==> src/rtl/muldiv_unit.sv <==
// Iterative radix-2 multiply/divide unit owning the HI/LO registers (MULT, MULTU, DIV, DIVU).
// Define MULDIV_DIVZERO_EN to add the registered div_zero output.
module muldiv_unit #(
  parameter int N = 32
) (
  input  logic         clk,
  input  logic         rst_n,
  input  logic         start,
  input  logic [1:0]   op,
  input  logic [N-1:0] a,
  input  logic [N-1:0] b,
  input  logic         flush,
  output logic         busy,
  output logic         done,
  output logic [N-1:0] hi,
  output logic [N-1:0] lo
`ifdef MULDIV_DIVZERO_EN
  ,
  output logic         div_zero
`endif
);

  localparam int CW = $clog2(N + 1);

  typedef enum logic [1:0] {IDLE, RUN, FIX} state_t;

  state_t        state, state_nxt;
  logic [CW-1:0] count;
  logic [N-1:0]  acc_hi, acc_lo, mag, a_orig;
  logic          is_div, neg_x, neg_r, divz;
  logic          done_nxt, launch, write_res;

  logic          sa, sb;
  logic [N:0]    sum, shifted;
  logic [N-1:0]  diff;
  logic          ge;
  logic [2*N-1:0] prod;
  logic [N-1:0]  res_hi, res_lo;

  assign busy = (state != IDLE);

  always_comb begin
    state_nxt = state;
    done_nxt  = 1'b0;
    launch    = 1'b0;
    write_res = 1'b0;
    case (state)
      IDLE: if (start) begin
        state_nxt = RUN;
        launch    = 1'b1;
      end
      RUN: begin
        if (flush) state_nxt = IDLE;
        else if (count == CW'(1)) state_nxt = FIX;
      end
      FIX: begin
        state_nxt = IDLE;
        if (!flush) begin
          done_nxt  = 1'b1;
          write_res = 1'b1;
        end
      end
      default: state_nxt = IDLE;
    endcase
  end

  // Signed ops run on magnitudes; the sign flags drive the FIX correction.
  always_comb begin
    sa      = ~op[0] & a[N-1];
    sb      = ~op[0] & b[N-1];
    sum     = {1'b0, acc_hi} + (acc_lo[0] ? {1'b0, mag} : '0);
    shifted = {acc_hi, acc_lo[N-1]};
    ge      = (shifted >= {1'b0, mag});
    diff    = shifted[N-1:0] - mag;
    prod    = {acc_hi, acc_lo};
    res_hi  = prod[2*N-1:N];
    res_lo  = prod[N-1:0];
    if (is_div) begin
      if (divz) begin
        res_hi = a_orig;
        res_lo = '1;
      end else begin
        res_hi = neg_r ? -acc_hi : acc_hi;
        res_lo = neg_x ? -acc_lo : acc_lo;
      end
    end else if (neg_x) begin
      {res_hi, res_lo} = -prod;
    end
  end

  always_ff @(posedge clk or negedge rst_n) begin
    if (!rst_n) begin
      state  <= IDLE;
      count  <= '0;
      acc_hi <= '0;
      acc_lo <= '0;
      mag    <= '0;
      a_orig <= '0;
      is_div <= 1'b0;
      neg_x  <= 1'b0;
      neg_r  <= 1'b0;
      divz   <= 1'b0;
      done   <= 1'b0;
      hi     <= '0;
      lo     <= '0;
    end else begin
      state <= state_nxt;
      done  <= done_nxt;
      if (launch) begin
        count  <= CW'(N);
        acc_hi <= '0;
        acc_lo <= op[1] ? (sa ? -a : a) : (sb ? -b : b);
        mag    <= op[1] ? (sb ? -b : b) : (sa ? -a : a);
        a_orig <= a;
        is_div <= op[1];
        neg_x  <= sa ^ sb;
        neg_r  <= sa;
        divz   <= op[1] & (b == '0);
      end else if (state == RUN) begin
        count <= count - CW'(1);
        if (is_div) begin
          acc_hi <= ge ? diff : shifted[N-1:0];
          acc_lo <= {acc_lo[N-2:0], ge};
        end else begin
          acc_hi <= sum[N:1];
          acc_lo <= {sum[0], acc_lo[N-1:1]};
        end
      end
      if (write_res) begin
        hi <= res_hi;
        lo <= res_lo;
      end
    end
  end

`ifdef MULDIV_DIVZERO_EN
  always_ff @(posedge clk or negedge rst_n) begin
    if (!rst_n) div_zero <= 1'b0;
    else        div_zero <= write_res & is_div & divz;
  end
`endif

endmodule
==> config.mk <==
export PLATFORM = sky130hd
export DESIGN_NAME = muldiv_unit
export DESIGN_NICKNAME = d
export VERILOG_FILES = /design/src/rtl/muldiv_unit.sv
export SDC_FILE = /design/constraint.sdc
export NUM_CORES = 1
export LEC_CHECK = 0
export BUFFER_PORTS_ARGS = -buffer_cell sky130_fd_sc_hd__buf_2
export CORE_MARGIN = 5
export CORE_UTILIZATION = 35
export CTS_CLUSTER_DIAMETER = 100
export DETAILED_ROUTE_END_ITERATION = 10
export PLACE_DENSITY = 0.59
export SYNTH_ARGS = -nofsm -noshare
export SYNTH_HDL_FRONTEND = slang
export SYNTH_SLANG_ARGS = --single-unit
==> constraint.sdc <==
create_clock -name clk -period 4.5 [get_ports clk]
set_clock_uncertainty 0.15 [all_clocks]
set_input_delay 0.675 -clock clk [delete_from_list [all_inputs] [get_ports clk]]
set_output_delay 0.675 -clock clk [all_outputs]
set_load 0.02 [all_outputs]
; ---- After elaboration in Yosys (flattened, before gate mapping)
; Index checks and enable logic that the tools add are counted.
[totals]
word_cells = 67
regBits = 205
out_inout_bits = 66
inputBits = 70
[op_classes]
eq_ne = 5
bitwise_logic = 5
add_sub_neg = 8
n_reduce_logical = 5
n_mux = 30
order_cmp = 1
[ops]
columns = operator, count
row1 = 32-bit two-way mux, 20
row2 = 32-bit negator, 4
row3 = 64-bit negator, 1
row4 = 32-bit by 32-bit adder with 33-bit output, 1
row5 = 33-bit by 32-bit >= comparator with 1-bit output, 1
row6 = 32-bit logical NOT, 1
row7 = 32-bit subtractor, 1
row8 = 6-bit two-way mux, 2
row9 = 6-bit by 1-bit == test with 1-bit output (second input constant), 1
row10 = 2-bit two-way mux, 3
row11 = 6-bit by 1-bit subtractor with 6-bit output (second input constant), 1
row12 = 1-bit two-way mux, 4
row13 = 2-bit one-hot mux with 2 select lines, 1
row14 = 2-bit nonzero test, 2
row15 = 1-bit AND, 3
row16 = 3-bit != test (second input constant), 1
row17 = 2-bit by 1-bit == test with 1-bit output (second input constant), 1
row18 = 2-bit == test (second input constant), 1
row19 = 2-bit logical NOT, 1
row20 = 2-bit != test (second input constant), 1
row21 = 2-bit AND reduction, 1
row22 = 1-bit NOT, 1
row23 = 1-bit bitwise XOR, 1

; ---- Depth between registers and ports, before layout
; Gate-level depths: netlist of the first run.
[depth]
word_depth = 5
depth_mapped = 15
mapped_depth_nobuf = 13

; ---- Worst setup path before layout of the first run
; No wires, ideal clock.
[synth_path]
kind = reg-to-reg
start = register acc_lo[0]
end = register acc_hi[29]
path_slack_ns = 1.035
setup_ns = 0.126
period_less_slack_ns = 3.465
arrival_ns = 3.189
n_path_buf = 2
t_required_ns = 4.224
stages_incl_launch_ff = 15
cell_sequence = dfrtp_1 clkbuf_1 inv_1 clkbuf_1 nor2_1 ha_1 o211a_1 o31ai_1 a21oi_1 a31oi_1 o31a_1 o31ai_1 a31oi_1 xnor2_1 a221o_1
[synth_via]
elab_chain_len = 5
[synth_rtl]
columns = item, line_no
row1 = "start, declared", 29  ; logic [N-1:0] acc_hi, acc_lo, mag, a_orig;
row2 = "start signal, assigned", 112  ; acc_lo <= op[1] ? (sa ? -a : a) : (sb ? -b : b);
row3 = "start signal, assigned", 123  ; acc_lo <= {acc_lo[N-2:0], ge};
row4 = "start signal, assigned", 126  ; acc_lo <= {sum[0], acc_lo[N-1:1]};
row5 = 32-bit two-way mux, 71  ; sum = {1'b0, acc_hi} + (acc_lo[0] ? {1'b0, mag} : '0);
row6 = 32-bit by 32-bit adder with 33-bit output, 71
row7 = 32-bit two-way mux, 121  ; if (is_div) begin
row8 = 32-bit two-way mux, 119  ; end else if (state == RUN) begin
row9 = 32-bit two-way mux, 109  ; if (launch) begin
row10 = "end signal, assigned", 122  ; acc_hi <= ge ? diff : shifted[N-1:0];
row11 = "end signal, assigned", 125  ; acc_hi <= sum[N:1];
row12 = "end, declared", 29
; Every way passes these cells. The select of a mux whose other input is x is not followed.
; A chain may end at the register's enable or synchronous reset.

; ---- Worst setup path in the final report of the first run
[layout_path]
start = register acc_lo[0]
end = register acc_hi[27]
; Same word-level chain as after synthesis.

==> results of run 1 <==
[flip-flops by register name (all words and copies together), names as in the netlist]
name    cells
acc_lo     32
acc_hi     32
neg_x       1
state       2
count       6
neg_r       1
done        1
mag        32
a_orig     32
is_div      1
divz        1
lo         32
hi         32
[cell type report]
cell class | count | area [µm²] | share of cell area (%)
multi-input cells | 1689 | 10520 | 55.90
flip-flops and latches | 205 | 5135 | 27.30
repair buffers | 202 | 1225 | 6.512
well taps | 607 | 759.5 | 4.038
clock buffers | 32 | 724.4 | 3.852
inverters | 62 | 232.7 | 1.237
clock inverters | 15 | 215.2 | 1.144
diodes | 1 | 2.502 | 0.01330
[worst min path at each step]
stage | end | depth (start not counted)
3_5_place_dp | hi[27]$_DFFE_PN0P_ | 2
6_report | done$_DFF_PN0_ | 1
4_1_cts | acc_lo[31]$_DFFE_PN0P_ | 1
3_3_place_gp | hi[25]$_DFFE_PN0P_ | 2
5_1_grt | done$_DFF_PN0_ | 1
2_1_floorplan | a_orig[0]$_DFFE_PN0P_ | 0
[kinds of logic after synthesis]
group                    count (synthesis)  share of synthesized area, %
XOR/XNOR                               192                         10.25
adder cells (fa/ha/maj)                 72                         5.584
AND/OR/NAND/NOR                        719                         19.94
multiplexers                            81                         4.958
AO/OA/AOI/OAI                          625                         23.14
buffers and inverters                  209                         4.851
flip-flops                             205                         31.27
[power breakdown]
group / switching [µW] / internal (µW) / total [µW]
combinational: 4460 / 2730 / 7190
clock: 917 / 1430 / 2350
sequential: 726 / 2440 / 3170
total: 6100 / 6610 / 12700
[stage by stage]
stage | hold slack (ns) | worst slack [ns] | std cells | util, % | instance area, µm²
final | 0.02696 | 0.2460 | 2813 | 40.49 | 18810
after global routing | 0.08170 | 0.003928 | 2813 | 40.49 | 18810
after CTS | 0.05107 | 0.2613 | 2812 | 40.48 | 18810
after detailed placement | 0.3053 | 0.3051 | 2765 | 38.46 | 17870
after global placement | 0.3008 | 0.2989 | 2765 | 38.46 | 17870
after floorplan | 0.2294 | 1.035 | 2103 | - | 16400
[layer usage]
metal / up-vias / track usage, % / part of all wire (%)
met5: - / 0 / 0
met1: 7997 / 34.74 / 45
met3: 114 / 3.017 / 6.6
li1: 7633 / - / -
met4: 0 / 7.141 / 3.5
met2: 626 / 37.95 / 45
[synth_stat cells, drive strengths merged (13+ instances only)]
library cell  count
nand4            17
a22oi            23
or2              13
o221ai           15
nor4             19
clkbuf          126
nor3             30
o211ai           41
nand3            32
xor2            103
nand2           288
or3              24
mux2i            79
a31oi            13
inv              62
o21ai           209
nor2            203
nand2b           16
ha               70
dfrtp           205
a21oi           184
or4              22
buf              21
a21o             22
nor2b            22
a211oi           19
xnor2            89
o31ai            32
==> reports/metrics.cfg, run 1 <==
[outcome]
status=finished, final reports clean

[global_route]
grtUsageTotal_pct=24.08
antenna_found_initial=3
overflow=0
grt_max_degree=94
grt_pass1_wl_mm=96.48
grt_pass1_vias=15610

[synth]
synth_edf_count=0
yosys_register_bits=205
yosysTopAreaCell=dfrtp_1
yosysUniqueCellTypes=70
async_flop_share_pct=100.0
syn_nets=2245
ys.flop_type=dfrtp_1
syn_area_um2=16400
yosysWarnings=0
synth_top_area_share_pct=31.27
avgSynthCellArea_um2=7.800
synth.yosys.seq_area_share_pct=31.27
synth_area_leaders=dfrtp_1, nand2_1, o21ai_0
netlist_instances=2103

[worst_setup_path]
crit_path_max_fanout=25
startpoint=acc_lo[0]$_DFFE_PN0P_
reg2reg_from=acc_lo[0]$_DFFE_PN0P_
cp-start-kind=flop
setup.worst_path.end=acc_hi[27]$_DFFE_PN0P_
slowest_delay_ns=0.46
cp-end-kind=flop
timing.rr.end=acc_hi[27]$_DFFE_PN0P_
crit_required_ns=4.79
worst_ep_arrival_time_ns=4.54
cpMostUsedCell=nor2_1
crit_chain=inv_1, buf_4, nor2_1, ha_1, o21a_1, nor2_1, a21oi_1, a31oi_1, o31a_1, o31ai_1, xnor2_1, o21ai_0, a32o_1
reg2reg_depth=13
critPathKind=flop to flop
cp_slowest_cell=dfrtp_1
r2r_slack_ns=0.25
worst-path-stages=13
path_delay_family=compound AO/OA/AOI/OAI gates
cp_num_buf_inv=2

[cts]
htreeDepth=1
cts_setup_buffers=0
clockBufferDepth=3
clkTransAtPathRegs_ns=0.06
cts_root_buffer=clkbuf_16
cts_buffers=26
postCtsResizedCells=0
clock_latency_ns=0.56
cts.sinks=205
cts_tree=built
hold_buffers=0

[place]
place_congestion=0.9379
io_buffers=135
dp.final_hpwl_mm=49.30

[timing]
worst_slew_pin_slew_ns=1.330
setup_viol=0
period_share_pct=94.53
fin_crit_ns=4.254
final_hold_viol_count=0
rsz0062_at_grt=no
slew_headroom_pct=10.98
fmax_mhz=235.1
drv_slew=0
setup_tns_ns=0

[final_layout]
drive_gt1_share_pct=12.70
final_common_cell=nand2_1
fill_cells=4753
layout_common_cells=nand2_1, o21ai_0, dfrtp_1, nor2_1, a21oi_1
area_growth_pct=14.67
fin_nets=2328

[detailed_routing]
dr_total_vias=16370
final_antenna_net_count=0
wl_mm=64.35
detail_route.iter0.violations=1380
wl_per_cell_um=22.88
drc=0
first_pass_iters=6
via_per_inst=5.819

[die]
ioPinCount=136
core-area_um2=46460
die_area_um2=51300
chipWidth_um=226.5
rows=79
die_h_um=226.5
start_util_pct=35.31

[power]
p_leak_uw=0.008525
ir_drop_v=0.0003783
p_per_area_nw_per_um2=675.6
power_uw=12710

[run]
max_cap_violations=0

[worst_hold_path]
hp-class=primary input to asynchronous set/reset pin

No activity file was read; power rests on OpenSTA's default activity.
==> run 2: changes to the inputs <==
CORE_UTILIZATION = 40   (was 35)
PLACE_DENSITY = not set   (was 0.59)
PLACE_DENSITY_LB_ADDON = 0.2   (was not set)
==> run 2 against run 1 <==
Compared with the run above: setup slack gained 0.19 ns; worst hold slack gained 0.00072 ns; clock power shrank 9.8%; largest cell class unchanged.
==> reports/metrics.cfg, run 2 (synthesis gave the netlist of run 1 again) <==
[outcome]
status=finished, final reports clean

[detailed_routing]
wl_per_cell_um=21.34  ; -6.7%
first_pass_iters=5  ; -1
drc=0  ; unchanged
final_antenna_net_count=0  ; unchanged
wl_mm=58.14  ; -9.7%
detail_route.iter0.violations=1379  ; -0.072%
via_per_inst=5.864  ; +0.77%
dr_total_vias=15980  ; -2.4%

[timing]
worst_slew_pin_slew_ns=1.128  ; -0.2024 ns
final_hold_viol_count=0  ; unchanged
slew_headroom_pct=24.64  ; +14 points
rsz0062_at_grt=no
fmax_mhz=246.4  ; +4.8%
drv_slew=0  ; unchanged
period_share_pct=90.20  ; -4.3 points
setup_tns_ns=0  ; unchanged
fin_crit_ns=4.059  ; -0.1948 ns
setup_viol=0  ; unchanged

[die]
ioPinCount=136  ; unchanged
core-area_um2=40740  ; -12%
chipWidth_um=212.5  ; -6.2%
rows=74  ; -6.3%
die_area_um2=45160  ; -12%
die_h_um=212.5  ; -6.2%
start_util_pct=40.26  ; +5.0 points

[cts]
postCtsResizedCells=0  ; unchanged
htreeDepth=1  ; unchanged
cts.sinks=205  ; unchanged
cts_setup_buffers=0  ; unchanged
hold_buffers=0  ; unchanged
cts_root_buffer=clkbuf_16
clockBufferDepth=3  ; unchanged
cts_tree=built
clkTransAtPathRegs_ns=0.06  ; about the same
cts_buffers=26  ; unchanged
clock_latency_ns=0.55  ; about the same

[power]
p_switching_uw=5901  ; -3.3%
seq_power_share_pct=26.4  ; +1.5 points
swShare_pct=48.06  ; about the same
p_leak_uw=0.008399  ; -1.5%
power_uw=12280  ; -3.4%
p_per_area_nw_per_um2=663.8  ; -1.8%
ir_drop_v=0.0002792  ; -26%
intPower_uw=6379  ; -3.4%
clkPwrFrac_pct=17.3  ; -1.2 points
pwr-share-comb_pct=56.3  ; -0.3 points

[worst_setup_path]
cp_slowest_cell=dfrtp_1
cp-start-kind=flop
slowest_delay_ns=0.48  ; +0.02 ns
crit_path_max_fanout=8  ; -68%
critPathKind=flop to flop
crit_required_ns=4.78  ; about the same
path_delay_family=compound AO/OA/AOI/OAI gates
cp_num_buf_inv=1  ; -1
cp-end-kind=flop
worst_ep_arrival_time_ns=4.33  ; -0.21 ns
crit_chain=and2_1, ha_1, inv_1, fa_1, nor2b_1, o31ai_1, a21oi_1, a31oi_1, o31a_1, o31ai_1, a31oi_1, xnor2_1, a221o_1
worst-path-stages=13  ; unchanged
reg2reg_depth=13  ; unchanged
startpoint=acc_lo[0]$_DFFE_PN0P_
reg2reg_from=acc_lo[0]$_DFFE_PN0P_

[final_layout]
layout_common_cells=nand2_1, o21ai_0, dfrtp_1, nor2_1, a21oi_1
fin_nets=2311  ; -0.73%
final_common_cell=nand2_1
drive_gt1_share_pct=11.93  ; -0.77 points
design_area_um2=18500  ; -1.6%
seq_area_um2=5135  ; unchanged
fill_cells=4108  ; -14%
multi_input_area_um2=10510  ; about the same
area_growth_pct=12.78

[place]
io_buffers=135  ; unchanged
place_congestion=0.9517  ; +1.5%
dpl_cell_area_um2=17620  ; -1.4%
dp.final_hpwl_mm=44.49  ; -9.8%

[global_route]
grt_max_degree=100  ; +6.4%
grtUsageTotal_pct=24.91  ; +0.83 points
grt_pass1_vias=15080  ; -3.4%
antenna_found_initial=7  ; +4
grt_pass1_wl_mm=88.85  ; -7.9%
overflow=0  ; unchanged

[run]
max_cap_violations=0  ; unchanged

[worst_hold_path]
hp-class=primary input to asynchronous set/reset pin

-- run 2: changes by cell type in the layout (fill, tap and decap cells not counted), sizes merged --
cell	delta
bufinv	-4
clkinv	-1
clkbuf	+5
diode	+4
buf	-17
-- run 2: power by group through the flow --
stage / combinational, µW / sequential [µW] / clock, µW
after floorplan: 4840 / 3040 / 0
after global placement: 6830 / 3240 / 0
after detailed placement: 6820 / 3260 / 0
after CTS: 6870 / 3230 / 2160
after global routing: 7610 / 3330 / 2240
final: 6920 / 3240 / 2120
-- run 2: area by class of cell --
type | instances | area share [%]
Clock inverter | 10 | 0.4667
Clock buffer | 37 | 4.234
Inverter | 62 | 1.258
Antenna cell | 5 | 0.06763
Tap cell | 532 | 3.598
Multi-Input combinational cell | 1689 | 56.82
Sequential cell | 205 | 27.76
Timing Repair Buffer | 185 | 5.796
-- run 2: worst paths after layout --
kind	slack [ns]	to
min in group clk	0.16	state[1]$_DFFE_PN0P_
max reg2reg	0.44	acc_hi[29]$_DFFE_PN0P_
min reg2reg	0.32	hi[27]$_DFFE_PN0P_
max	0.44	acc_hi[29]$_DFFE_PN0P_
min	0.03	done$_DFF_PN0_
max in group asynchronous	3.05	acc_hi[19]$_DFFE_PN0P_
-- run 2: routing by layer --
metal | track usage (%) | share of wire (%)
met5 | 0 | 0.060
met4 | 9.049 | 4.1
met3 | 3.984 | 6.9
met2 | 37.43 | 43
met1 | 36.28 | 46
-- run 2: per-stage QoR --
step | util, % | std cells | hold slack (ns) | setup slack [ns]
6_report | 45.41 | 2725 | 0.02768 | 0.4408
5_1_grt | 45.40 | 2723 | 0.1007 | 0.1564
4_1_cts | 45.38 | 2720 | 0.07957 | 0.4422
3_5_place_dp | 43.25 | 2673 | 0.3148 | 0.4309
3_3_place_gp | 43.25 | 2673 | 0.3053 | 0.5171
2_1_floorplan | - | 2103 | 0.2294 | 1.035
-- run 2: worst reg2reg max path, stage by stage (launching register included) --
cell and delay [ns]:
dfrtp_1 0.48, and2_1 0.17, ha_1 0.19, inv_1 0.07
fa_1 0.39, nor2b_1 0.19, o31ai_1 0.11, a21oi_1 0.39
a31oi_1 0.28, o31a_1 0.44, o31ai_1 0.45, a31oi_1 0.17
xnor2_1 0.15, a221o_1 0.29
